`config.mk`:
```
export PLATFORM = sky130hd
export DESIGN_NAME = ram_1r1w_mask_sync
export DESIGN_NICKNAME = d
export VERILOG_FILES = /design/src/rtl/ram_1r1w_mask_sync.sv
export SDC_FILE = /design/constraint.sdc
export NUM_CORES = 2
export LEC_CHECK = 0
export CORE_ASPECT_RATIO = 1.25
export CORE_MARGIN = 2
export CORE_UTILIZATION = 36
export DETAILED_ROUTE_END_ITERATION = 12
export DONT_BUFFER_PORTS = 1
export SYNTH_ARGS = -nofsm -noshare
export SYNTH_HDL_FRONTEND = slang
export SYNTH_SLANG_ARGS = --single-unit
```
`constraint.sdc`:
```
create_clock -name clock -period 58.5 [get_ports clock]
set_input_delay 11.7 -clock clock [delete_from_list [all_inputs] [get_ports clock]]
set_output_delay 11.7 -clock clock [all_outputs]
set_load 0.02 [all_outputs]
```
`src/rtl/ram_1r1w_mask_sync.sv`:
```
// 1R1W single-clock memory with registered read port, per-lane write mask,
// per-entry valid tracking with reset/flush clearing and optional write-to-read bypass.
module ram_1r1w_mask_sync #(
  parameter int unsigned DEPTH     = 2,
  parameter int unsigned WIDTH     = 412,
  parameter int unsigned MASK_GRAN = 412,
  parameter bit          BYPASS    = 1'b0,
  localparam int unsigned NLANES   = WIDTH / MASK_GRAN,
  localparam int unsigned AW       = (DEPTH > 1) ? $clog2(DEPTH) : 1
) (
  input  logic              clock,
  input  logic              reset,
  input  logic [AW-1:0]     R0_addr,
  input  logic              R0_en,
  output logic [WIDTH-1:0]  R0_data,
  output logic              R0_valid,
  input  logic [AW-1:0]     W0_addr,
  input  logic              W0_en,
  input  logic [NLANES-1:0] W0_mask,
  input  logic [WIDTH-1:0]  W0_data,
  input  logic              flush
);

  localparam logic [AW:0] DEPTH_LIM = DEPTH[AW:0];

  if ((MASK_GRAN == 0) || (WIDTH % MASK_GRAN != 0) || (DEPTH < 1)) begin : g_bad_cfg
    $error("ram_1r1w_mask_sync: WIDTH must be a multiple of MASK_GRAN and DEPTH >= 1");
  end

  logic [WIDTH-1:0] mem_q [DEPTH];
  logic [DEPTH-1:0] valid_q, valid_d;
  logic [WIDTH-1:0] r_data_q, r_data_d;
  logic             r_valid_q, r_valid_d;

  logic             w_in_range, r_in_range, w_eff, w_old_valid;
  logic [WIDTH-1:0] w_old_data, w_merged;

  always_comb begin
    w_in_range  = ({1'b0, W0_addr} < DEPTH_LIM);
    r_in_range  = ({1'b0, R0_addr} < DEPTH_LIM);
    w_eff       = W0_en && (|W0_mask) && w_in_range;
    w_old_valid = 1'b0;
    w_old_data  = '0;
    if (w_in_range) begin
      // flush lands before the write, so a flushed entry merges against zero
      w_old_valid = valid_q[W0_addr] && !flush;
      w_old_data  = mem_q[W0_addr];
    end

    w_merged = '0;
    for (int unsigned i = 0; i < NLANES; i++) begin
      if (W0_mask[i])
        w_merged[i*MASK_GRAN +: MASK_GRAN] = W0_data[i*MASK_GRAN +: MASK_GRAN];
      else if (w_old_valid)
        w_merged[i*MASK_GRAN +: MASK_GRAN] = w_old_data[i*MASK_GRAN +: MASK_GRAN];
    end

    valid_d = flush ? '0 : valid_q;
    if (w_eff) valid_d[W0_addr] = 1'b1;

    r_data_d  = r_data_q;
    r_valid_d = r_valid_q;
    if (R0_en) begin
      if (BYPASS && w_eff && (W0_addr == R0_addr)) begin
        r_data_d  = w_merged;
        r_valid_d = 1'b1;
      end else if (r_in_range && valid_q[R0_addr]) begin
        r_data_d  = mem_q[R0_addr];
        r_valid_d = 1'b1;
      end else begin
        r_data_d  = '0;
        r_valid_d = 1'b0;
      end
    end
  end

  always_ff @(posedge clock) begin
    if (reset) begin
      valid_q   <= '0;
      r_data_q  <= '0;
      r_valid_q <= 1'b0;
    end else begin
      valid_q   <= valid_d;
      r_data_q  <= r_data_d;
      r_valid_q <= r_valid_d;
    end
  end

  always_ff @(posedge clock) begin
    if (!reset && w_eff) mem_q[W0_addr] <= w_merged;
  end

  assign R0_data  = r_data_q;
  assign R0_valid = r_valid_q;

endmodule

```
==> results.md <==
- Synth Instances: 3,126
- Minimum hold slack: 0.532 ns
- Mux share of post-synthesis cell area: 9.00%
- Fraction of final layout cells sized beyond drive strength 1: approximately 6.3%
- Floorplan die height: 404 µm
- Number of sinks handled by clock tree synthesis: 1,239
- Total CTS buffers: roughly 120
- Initial drt markers: 1,680
- Global-route wire length before repair: around 160 mm
- R2r worst-path depth: 5
- Areal power density over the cells: between 30 and 40 nW/µm²
- Post-detailed-route DRC marker count: 0
- Worst-path maximum fanout: 413
- Placed wire-length estimate after detailed placement: about 70 mm
- Required arrival time at the worst endpoint: 59.08 ns
- Initial core utilization: between 30% and 40%
- WL per Instance: 23.3 µm
- Die area: 131,000 µm²
- CP delay by family, top: buffers and inverters
- Placement Rows: 146
- Total routed wirelength: 115 mm
- CORE AREA: 127,000 µm²
- End point of the critical path: R0_data[287]
- Detailed-route via count: between 20,000 and 25,000
- Type of origin of the critical path: primary input
- Achievable frequency: roughly 0.063 GHz
- FF+latch count, synth: 1,239
- Clk slew on worst S/H paths: 0.06 ns
- Number of top-level pins: 833
- Seq/Total Area, Yosys: 71.9%
- Clock Skew: 0.0597 ns
- Worst path most repeated cell: sky130_fd_sc_hd__buf_4
- Commonest cells after routing, fill and taps aside: sky130_fd_sc_hd__edfxtp_1 (824), sky130_fd_sc_hd__dfxtp_1 (415)
- Transition at the pin with the smallest max-transition slack: 1.62 ns
- YS warnings: 0
- Average vias per placed instance: 5.05
- Number of search-and-repair iterations in the first detailed-routing pass: 5
- Max-slew violations: around 110
- Leftover overflow at the end of global routing: 0
- Failing checks: max-slew violations
- Leakage: 0.0161 µW
- Final setup violation count: 0
- Xor-xnor portion of the synthesized cell area: 0%
- Post-layout min period: 15.92 ns
- All-layer global routing usage: about 17%
- Final Net Count: 3,465
- Cell at the root of the clock tree: sky130_fd_sc_hd__clkbuf_16
- Crit Path Category: in -> reg
- Clock buffer depth: 3
- Stages on the worst setup path: 5
- Critical Path Start: R0_addr
- # resized after CTS: 0
- Reg-to-Reg Start: valid_q[0]
- Arrival @ worst endpoint: 16.50 ns
- Outcome: finished, violations left
- Setup TNS after final layout: 0 ns
- Clock tree from TritonCTS: built
- Part of the cycle the worst path needs: 27.2%
- Type of the tightest min-delay check: reg -> reg
- RSZ-0062 raised after global routing: false
- Width of the die: roughly 320 µm
- Delay contributed by the slowest stage of the critical path: approximately 1.3 ns
- Final core utilization: roughly two fifths
- Worst max-slew margin expressed relative to the limit: -8.01%
- Antenna violations before repair: 98
- Number of H-tree levels: 3
- Largest family of logic cells by synthesized area: multiplexers
- Antenna violation net count after detailed routing: 0
- Crit path capture type: flip-flop
- Via count of the first global-routing pass: 24,900
- VDD IR-drop max: between 0.00002 and 0.00003 V
- Endpoint of the most critical register-to-register path: R0_data[287]
- Max-cap violation count: 0
- Cell area after synthesis: 46,000 µm²
- Share of the synthesized area in compound gates (AO/OA/AOI/OAI): 7.90%
- I/O Buffers: 0
- Register-to-register setup slack: roughly 54 ns
- Cts hold-fix bufs: 0
- Number of nets produced by synthesis: 3,546
- Pin count of the biggest net entering global routing: 415
- Series of cell instances along the critical path: mux2i_4, buf_4, buf_4, buf_4, o32ai_1
- Setup repair bufs after CTS: 0
- Clock network latency to the later pin of the worst-skew pair: 0.75 ns
- Area growth from synthesis to layout: 11.7%
- Crit-path slowest cell: sky130_fd_sc_hd__mux2i_4
- Share of synthesized cell area in and, or, nand and nor gates: 5.69%
- Commonest non-fill, non-tap cell in the layout: sky130_fd_sc_hd__edfxtp_1
- Fillers: about 12,000
- Number of buffers and inverters on the critical path: 3
- Avg Inst Size Synth: 14.7 µm²
- Number of endpoints with negative hold slack in the final report: 0
- Number of unique standard cell types used by synthesis: 17
- Final Wtd Congestion: 0.806
- Adder-Cell Fraction of Synth Area: 0%
-- flip-flops by register name, indices dropped and copies added, names as in the netlist --
signal / count
R0_data: 412
R0_valid: 1
mem_q: 824
valid_q: 2
-- where the power goes --
group          switching [µW]  internal, µW
combinational            37.4          25.0
sequential               16.0           958
clock                     328           417
total                     381          1400
-- through the flow --
stage / worst slack, ns / power [µW] / cells / instance area [µm²]
2_1_floorplan: 5.55 / 1050 / 3126 / 46000
3_3_place_gp: 42.52 / 1050 / 4627 / 47400
3_5_place_dp: 42.50 / 1050 / 4627 / 47400
4_1_cts: 43.31 / 1800 / 4852 / 51200
5_1_grt: 42.91 / 1840 / 4907 / 51300
6_report: 42.58 / 1780 / 4916 / 51300
-- kinds of logic after synthesis --
logic type             Yosys count
flip-flops                    1239
buffers and inverters          641
AND/OR/NAND/NOR                418
AO/OA/AOI/OAI                  415
multiplexers                   413
-- worst min-delay path by stage --
stage	startpoint	endpoint	slack, ns	cells past startpoint
after floorplan	valid_q[1]	valid_q[1]	0.45	1
after global placement	valid_q[0]	valid_q[0]	0.50	1
after detailed placement	valid_q[1]	valid_q[1]	0.51	1
after CTS	valid_q[1]	valid_q[1]	0.53	1
after global routing	valid_q[0]	valid_q[0]	0.55	1
final	valid_q[1]	valid_q[1]	0.53	1
-- routing by layer --
| layer | GRT usage (%) | share of wire (%) |
|---|---|---|
| met4 | 8.61 | 4.1 |
| met5 | 0 | 0.18 |
| met1 | 18.0 | 37 |
| met3 | 6.54 | 9.4 |
| met2 | 28.0 | 50 |
-- cell usage after synthesis --
| cell type | instances | share of area, % |
|---|---|---|
| sky130_fd_sc_hd__mux2i_2 | 1 | 0.030 |
| sky130_fd_sc_hd__nor4bb_1 | 1 | 0.022 |
| sky130_fd_sc_hd__buf_2 | 103 | 1.1 |
| sky130_fd_sc_hd__and2_1 | 412 | 5.6 |
| sky130_fd_sc_hd__mux2i_1 | 412 | 9.0 |
| sky130_fd_sc_hd__dfxtp_1 | 415 | 18 |
| sky130_fd_sc_hd__nor2_1 | 2 | 0.016 |
| sky130_fd_sc_hd__a211oi_1 | 1 | 0.016 |
| sky130_fd_sc_hd__clkbuf_1 | 124 | 1.0 |
| sky130_fd_sc_hd__nand2b_1 | 1 | 0.014 |
| sky130_fd_sc_hd__edfxtp_1 | 824 | 54 |
| sky130_fd_sc_hd__o32ai_1 | 412 | 7.8 |
| sky130_fd_sc_hd__or2_2 | 1 | 0.014 |
| sky130_fd_sc_hd__and4b_1 | 1 | 0.022 |
| sky130_fd_sc_hd__buf_1 | 2 | 0.016 |
| sky130_fd_sc_hd__a21o_1 | 2 | 0.033 |
| sky130_fd_sc_hd__inv_1 | 412 | 3.4 |
-- area by class of cell --
cell class	count	area (µm²)	share of cell area, %
timing repair buffer	28	223	0.434
multi-input combinational	1246	10400	20.3
antenna	64	160	0.312
inverter	412	1550	3.01
clock buffer	190	3390	6.61
sequential	1239	33100	64.4
tap	1702	2130	4.15
clock inverter	35	403	0.785
(Power assumes the default switching activity.)
